$ cat src/rtl/digest_squeeze.sv
// Squeezes 64-bit output words from a Keccak state for SHA3/SHAKE modes,
// requesting further permutations for long SHAKE outputs. Define DIGEST_BYTESWAP_EN for byte-reversed words.
module digest_squeeze (
    input  logic          clk,
    input  logic          rst,
    input  logic          start,
    input  logic [2:0]    c_mode,
    input  logic [15:0]   out_words,
    input  logic [1599:0] state_in,
    input  logic          state_valid,
    output logic [63:0]   dout,
    output logic          dout_valid,
    input  logic          dout_ready,
    output logic          dout_last,
    output logic [3:0]    dout_bytes,
    output logic          perm_req,
    output logic          busy,
    output logic          done,
    output logic          err
);

    typedef enum logic [1:0] {IDLE, WAIT_ST, EMIT, REQ} state_t;
    localparam int MAX_RATE = 21;

    state_t                    state_q, state_d;
    logic [2:0]                mode_q, mode_d;
    logic [15:0]               total_q, total_d;
    logic [15:0]               cnt_q, cnt_d;
    logic [4:0]                idx_q, idx_d;
    logic [MAX_RATE-1:0][63:0] buf_q, buf_d;
    logic                      done_q, done_d;
    logic                      err_q, err_d;

    logic [4:0]  rate;
    logic        words_left;
    logic        last_word;
    logic        xfer;
    logic        trunc;
    logic [63:0] lane;
    logic [63:0] word;

    // Capacity lanes are never squeezed.
    logic unused_lanes;
    assign unused_lanes = ^state_in[1599:64*MAX_RATE];

    function automatic logic [4:0] rate_of(input logic [2:0] m);
        case (m)
            3'd0:    rate_of = 5'd18;
            3'd1:    rate_of = 5'd17;
            3'd2:    rate_of = 5'd13;
            3'd3:    rate_of = 5'd9;
            3'd4:    rate_of = 5'd21;
            default: rate_of = 5'd17;
        endcase
    endfunction

    function automatic logic [15:0] total_of(input logic [2:0] m, input logic [15:0] n);
        case (m)
            3'd0, 3'd1: total_of = 16'd4;
            3'd2:       total_of = 16'd6;
            3'd3:       total_of = 16'd8;
            default:    total_of = n;
        endcase
    endfunction

    assign rate       = rate_of(mode_q);
    assign words_left = (cnt_q != total_q);
    assign last_word  = ((cnt_q + 16'd1) == total_q);
    assign xfer       = dout_valid && dout_ready;

    always_ff @(posedge clk or posedge rst) begin
        if (rst) begin
            state_q <= IDLE;
            mode_q  <= 3'd0;
            total_q <= 16'd0;
            cnt_q   <= 16'd0;
            idx_q   <= 5'd0;
            buf_q   <= '0;
            done_q  <= 1'b0;
            err_q   <= 1'b0;
        end else begin
            state_q <= state_d;
            mode_q  <= mode_d;
            total_q <= total_d;
            cnt_q   <= cnt_d;
            idx_q   <= idx_d;
            buf_q   <= buf_d;
            done_q  <= done_d;
            err_q   <= err_d;
        end
    end

    always_comb begin
        state_d = state_q;
        mode_d  = mode_q;
        total_d = total_q;
        cnt_d   = cnt_q;
        idx_d   = idx_q;
        buf_d   = buf_q;
        done_d  = 1'b0;
        err_d   = 1'b0;
        case (state_q)
            IDLE: begin
                if (start) begin
                    if (c_mode > 3'd5) begin
                        err_d = 1'b1;
                    end else begin
                        mode_d  = c_mode;
                        total_d = total_of(c_mode, out_words);
                        cnt_d   = 16'd0;
                        idx_d   = 5'd0;
                        // A zero-length SHAKE job never needs a state.
                        state_d = (total_d == 16'd0) ? EMIT : WAIT_ST;
                    end
                end
            end
            WAIT_ST: begin
                if (state_valid) begin
                    for (int k = 0; k < MAX_RATE; k++) begin
                        buf_d[k] = (5'(k) < rate) ? state_in[64*k +: 64] : 64'd0;
                    end
                    idx_d   = 5'd0;
                    state_d = EMIT;
                end
            end
            EMIT: begin
                if (!words_left) begin
                    done_d  = 1'b1;
                    state_d = IDLE;
                end else if (xfer) begin
                    cnt_d = cnt_q + 16'd1;
                    idx_d = idx_q + 5'd1;
                    if (last_word) begin
                        done_d  = 1'b1;
                        state_d = IDLE;
                    end else if ((idx_q + 5'd1) == rate) begin
                        state_d = REQ;
                    end
                end
            end
            REQ: state_d = WAIT_ST;
            default: state_d = IDLE;
        endcase
    end

    always_comb begin
        dout_valid = (state_q == EMIT) && words_left;
        trunc      = (mode_q == 3'd0) && (cnt_q == 16'd3);
        lane       = buf_q[idx_q];
        word       = 64'd0;
`ifdef DIGEST_BYTESWAP_EN
        if (trunc) begin
            for (int b = 0; b < 4; b++) word[8*b +: 8] = lane[8*(3-b) +: 8];
        end else begin
            for (int b = 0; b < 8; b++) word[8*b +: 8] = lane[8*(7-b) +: 8];
        end
`else
        word = trunc ? {32'd0, lane[31:0]} : lane;
`endif
        dout       = dout_valid ? word : 64'd0;
        dout_last  = dout_valid && last_word;
        dout_bytes = !dout_valid ? 4'd0 : (trunc ? 4'd4 : 4'd8);
        perm_req   = (state_q == REQ);
        busy       = (state_q != IDLE);
        done       = done_q;
        err        = err_q;
    end

endmodule

$ cat config.mk
export PLATFORM = sky130hd
export DESIGN_NAME = digest_squeeze
export DESIGN_NICKNAME = d
export VERILOG_FILES = /design/src/rtl/digest_squeeze.sv
export SDC_FILE = /design/constraint.sdc
export NUM_CORES = 2
export LEC_CHECK = 0
export ABC_AREA = 1
export BUFFER_PORTS_ARGS = -buffer_cell sky130_fd_sc_hd__buf_2
export CORE_AREA = 2 2 660 662
export CTS_BUF_LIST = sky130_fd_sc_hd__clkbuf_8
export DETAILED_ROUTE_END_ITERATION = 8
export DIE_AREA = 0 0 662 664
export PLACE_DENSITY = 0.33
export SLEW_MARGIN = 20
export SYNTH_ARGS = -nofsm -noshare
export SYNTH_HDL_FRONTEND = slang
export SYNTH_SLANG_ARGS = --single-unit
$ cat constraint.sdc
create_clock -name clk -period 55.7 [get_ports clk]
set_input_delay 2.785 -clock clk [delete_from_list [all_inputs] [get_ports clk]]
set_output_delay 2.785 -clock clk [all_outputs]
set_load 0.02 [all_outputs]
Yosys cells after proc, flatten, opt, wreduce, memory -nomap -nowiden
Cells that the tools add are included.
- bits of input ports: 1624
- bits in read-only memories: 0
- output and inout port bits: 74
- bits in latches: 0
- word-level logic and storage cells: 150
- RAM bits: 0
- memories: 0
- bits in registers: 1388
- $add $sub $neg: 2
- shift operators: 0
- equality and inequality tests: 20
- reduce and logical (&&, ||, !) cells: 17
- div/mod/pow operators: 0
- mux-type cells: 59
- multiply operators: 0
- $lt $le $gt $ge: 23
- bitwise operators: 1
- operators by type and width (cell ; number):
    64-bit 2-to-1 mux ; 24
    64-bit binary-select mux with 5-bit select ; 1
    16-bit 2-to-1 mux ; 7
    16-bit case mux with 3 select lines ; 1
    4-bit by 5-bit < comparator with 1-bit output, first input constant ; 8
    16-bit case mux with 2 select lines ; 1
    5-bit < comparator, first input constant ; 5
    5-bit 2-to-1 mux ; 5
    3-bit by 5-bit < comparator with 1-bit output, first input constant ; 4
    5-bit case mux with 4 select lines ; 1
    16-bit by 1-bit adder with 16-bit output, second input constant ; 1
    16-bit == test ; 1
    16-bit by 2-bit == test with 1-bit output, second input constant ; 1
    16-bit zero test ; 1
    2-bit 2-to-1 mux ; 8
    16-bit inequality test ; 1
    5-bit case mux with 3 select lines ; 1
    3-bit by 2-bit == test with 1-bit output, second input constant ; 4
    1-bit by 5-bit < comparator with 1-bit output, first input constant ; 2
    2-bit by 5-bit < comparator with 1-bit output, first input constant ; 2
    2-bit inequality test, second input constant ; 5
    5-bit AND reduction ; 2
    4-bit 2-to-1 mux ; 2
    2-bit case mux with 4 select lines ; 1
    21 further kinds ; 33

Logic depth before layout (Yosys ltp)
- word-level depth: 11
- gate-level depth with buffers: 16
- depth with buffers taken out: 15

Least setup slack after synthesis
No wires, ideal clock.
- path kind: register -> output
- start point: register cnt_q[1]
- end point: output port dout_last
- path slack: 50928 ps
- arrival: 1987 ps
- required time: 52915 ps
- stages on the path, launching flop included: 11
- cell sequence: dfrtp_1 ha_1 inv_2 nor2_4 nand2_4 clkinv_2 nand3_2 xnor2_2 nand4_1 nand3b_1 nor3_1
- word-level cells in the longest chain between the ends: 3
- elaborated cells on any way between the ends: 5
- classes of those cells: add/sub (1); eq/ne (2); reduce/logical (2)
- RTL lines (element ; RTL line ; source):
    start, declared ; 28 ; logic [15:0] cnt_q, cnt_d;
    start signal, assigned ; 85 ; cnt_q <= cnt_d;
    16-bit by 1-bit adder with 16-bit output / 16-bit inequality test (equally long branches) ; 68, 67 ;
    16-bit == test / 1-bit logical AND (equally long branches) ; 68, 147 ;
    1-bit logical AND * ; 161 ; dout_last = dout_valid && last_word;
    end, declared ; 14 ; output logic dout_last,
Every way passes the cells marked *; elsewhere a longest branch is shown, timed or not.

Final worst setup path
- start point: register idx_q[0]
- end point: output port dout[12]
- word-level cells in the longest chain between the ends: 4
- RTL lines (element ; RTL line ; source):
    start, declared ; 29 ; logic [4:0] idx_q, idx_d;
    start signal, assigned ; 86 ; idx_q <= idx_d;
    64-bit binary-select mux with 5-bit select ; 149 ; lane = buf_q[idx_q];
    64-bit 2-to-1 mux (implied by the code) ; 149 ;
    64-bit 2-to-1 mux ; 158 ; word = trunc ? {32'd0, lane[31:0]} : lane;
    64-bit 2-to-1 mux ; 160 ; dout = dout_valid ? word : 64'd0;
    end, declared ; 11 ; output logic [63:0] dout,
No other way between the ends. The select of a mux whose other input is x is not followed.

==> results.ini <==
[run_status]
status = finished clean

[yosys]
synth.top_cell.area_share_pct = 51.8
synth_area_mm2 = 0.0670
async_reset_ff_share_pct = 100
synthDistinctLibCells = 51
synth_area_leaders = dfrtp_1 52%, nand2_1 15%, o21ai_0 9.4%
synth_simple_gate_area_share_pct = 20.9
synth-seq-cells = 1388
synth_edf_count = 0
synthFlopType = dfrtp_1
synthMuxAreaShare_pct = 0
ys_seq_area_share_pct = 51.8
synth_xor_area_share_pct = 0.271
synth_top_cell_by_area = dfrtp_1
synthAdderAreaFrac_pct = 0.0373
avgSynthCellArea_um2 = 7.76
synth_top_family_by_area = simple AND/OR/NAND/NOR gates
synth_compound_area_share_pct = 17.9
syn_inst = 8636
yosysWarnings = 0

[global_routing]
grt_overflow = 0
met1_usage_pct = 25.6
grt_pass1_wl_um = 598000
grt_util_met3_pct = 4.08
grt_antenna_before_repair = 359
grtUsageMet2_pct = 33.3
grt_max_degree = 201
busiest_layer = met2
grt_pass1_vias = 66716
grt_usage_pct = 19.9

[routing]
drtIter0Drc = 5230
ant_nets = 0
wl_per_cell_um = 28.1
routed_wl_um = 450000
dr.pass1.iters = 6
drcViolationCount = 0
vias = 66320
vias_per_cell = 4.14

[die]
core_region_area_mm2 = 0.433
num_rows = 242
initial_core_util_pct = 15.5
die_w_um = 662
die_height_um = 664
design.die.area_mm2 = 0.440
ios = 1698

[timing]
timing.fmax_mhz = 111
setup_viol = 0
hold_viol_final = 0
tightest_slew_ns = 1.20
slew_headroom_pct = 18.9
drv_slew = 0
whs_ns = 0.462
period_minus_slack_ns = 8.98
fin_skew_ns = 0.0924
rsz0062_at_grt = no
finalSetupTns_ns = 0
finalWorstSetupSlack_ns = 46.72
finalCritPeriodShare_pct = 16.1

[worst_setup_path]
crit_fanout = 136
crit_path_end_kind = output pin
worstSetupStartpoint = idx_q[0]
worstReg2RegStart = state_q[0]
worstPathArrival_ns = 6.19
crit_required_ns = 52.92
start_kind = flip-flop
critPathKind = flip-flop to output pin

[clock_network]
postCtsSetupRepairBufs = 0
cts_tree = built
h-tree-depth = 5
cts_sinks = 1388
clkTransAtPathRegs_ns = 0.06
clk_latency_ns = 1.07
cts_buffer_depth = 4
cts_made_buffers = 305
postCtsResizedCells = 0
hold_buffers = 0
root_buffer = clkbuf_8

[job]
maxCapViolCount = 0

[power_and_ir_drop]
power.density_mw_per_mm2 = 55.9
max-vdd-ir-drop_uv = 22.0
leakage_nw = 41.6

[place]
place_ws_ns = 46.99
gp_congestion = 0.843
dp_hpwl_um = 345000
port_buffers = 1439

[layout]
finalNetCount = 11491
nFillCells = 49378
drive_gt1_share_pct = 20.6
register_area_mm2 = 0.0347
syn_to_final_growth_pct = 29.2
multi_input_area_mm2 = 0.0265

[worst_hold_path]
hold_class = flip-flop to flip-flop
hp-start = buf_q[560]

through the flow:
stage / power, mW / utilization (%) / area (um2) / std cells
after detailed placement: 3.77 / 18.5 / 80100 / 15292
after floorplan: 2.72 / - / 67000 / 8637
final: 4.84 / 20.0 / 86600 / 16031
after global placement: 3.77 / 18.5 / 80100 / 15292
after global routing: 5.22 / 20.0 / 86300 / 15933
after CTS: 4.98 / 19.9 / 86000 / 15813
final cells by class:
cell class | instances | area share, %
flip-flops and latches | 1388 | 40.1
multi-input cells | 5757 | 30.6
repair buffers | 1585 | 9.79
well taps | 5734 | 8.29
clock buffers | 363 | 5.77
inverters | 828 | 3.66
clock inverters | 158 | 1.12
diodes | 218 | 0.630
cell usage after synthesis, types with 10 or more instances:
library cell / number
a211oi_1: 21
a21oi_1: 644
a22o_1: 21
a31oi_1: 66
buf_1: 38
buf_2: 236
buf_4: 26
clkbuf_1: 358
dfrtp_1: 1388
inv_1: 814
inv_2: 10
nand2_1: 2591
nand3_1: 565
nand4_1: 12
nor2_1: 217
nor3_1: 40
o211ai_1: 31
o21ai_0: 1256
o22ai_1: 185
o311ai_1: 17
worst max-delay path, stage by stage, from the launching register on:
cell and delay (ns):
dfrtp_4 0.64, buf_12 0.53, buf_12 0.52, buf_12 0.40
o21ai_0 0.20, a21oi_1 0.44, a21oi_1 0.14, nand2_1 0.09
nand3_1 0.40, a31oi_2 0.85, nor3_1 0.15, buf_2 0.23
final timing paths:
path | to | slack, ns | cells past startpoint
worst max register to register | buf_q[29] | 49.34 | 12
worst min register to register | buf_q[560] | 0.46 | 2
worst max-delay path | dout[12] | 46.72 | 11
min in group asynchronous | buf_q[1010] | 1.86 | 2
max in group asynchronous | buf_q[581] | 49.55 | 7
worst min-delay path | buf_q[560] | 0.46 | 2
report_power, final:
part / switching, mW / internal, mW
clock network: 0.548 / 0.623
logic: 1.50 / 0.534
registers: 0.196 / 1.44
total: 2.24 / 2.60
routing by layer:
metal	routed length [um]	vias up	share of wire [%]
met4	14800	124	3.3
li1	-	30871	-
met3	25200	847	5.6
met5	790	-	0.18
met2	214000	2174	47
met1	196000	32304	43
layout by cell type (no fill, tap or decap), drive strengths merged, types with 9 or more instances in the layout:
master     n
nand2   2602
buf     1585
dfrtp   1388
o21ai   1263
inv      957
a21oi    644
nand3    571
clkbuf   363
nor2     229
diode    218
o22ai    185
a31oi     66
nor3      42
o211ai    31
o311ai    24
a211oi    21
a22o      21
clkinv    16
nand4     14
xnor2     10
xor2       9
state kept, by name, indices dropped and copies added, names as in the netlist:
| name | flops |
|---|---|
| done | 1 |
| mode_q | 3 |
| state_q | 2 |
| idx_q | 5 |
| err | 1 |
| cnt_q | 16 |
| buf_q | 1344 |
| total_q | 16 |
logic make-up after synthesis:
logic type,count (synthesis)
other,1
XOR/XNOR,19
buffers and inverters,1492
adder cells (fa/ha/maj),2
AND/OR/NAND/NOR,3469
flip-flops,1388
AO/OA/AOI/OAI,2265
Note: power is estimated with default switching activity, not from simulation.
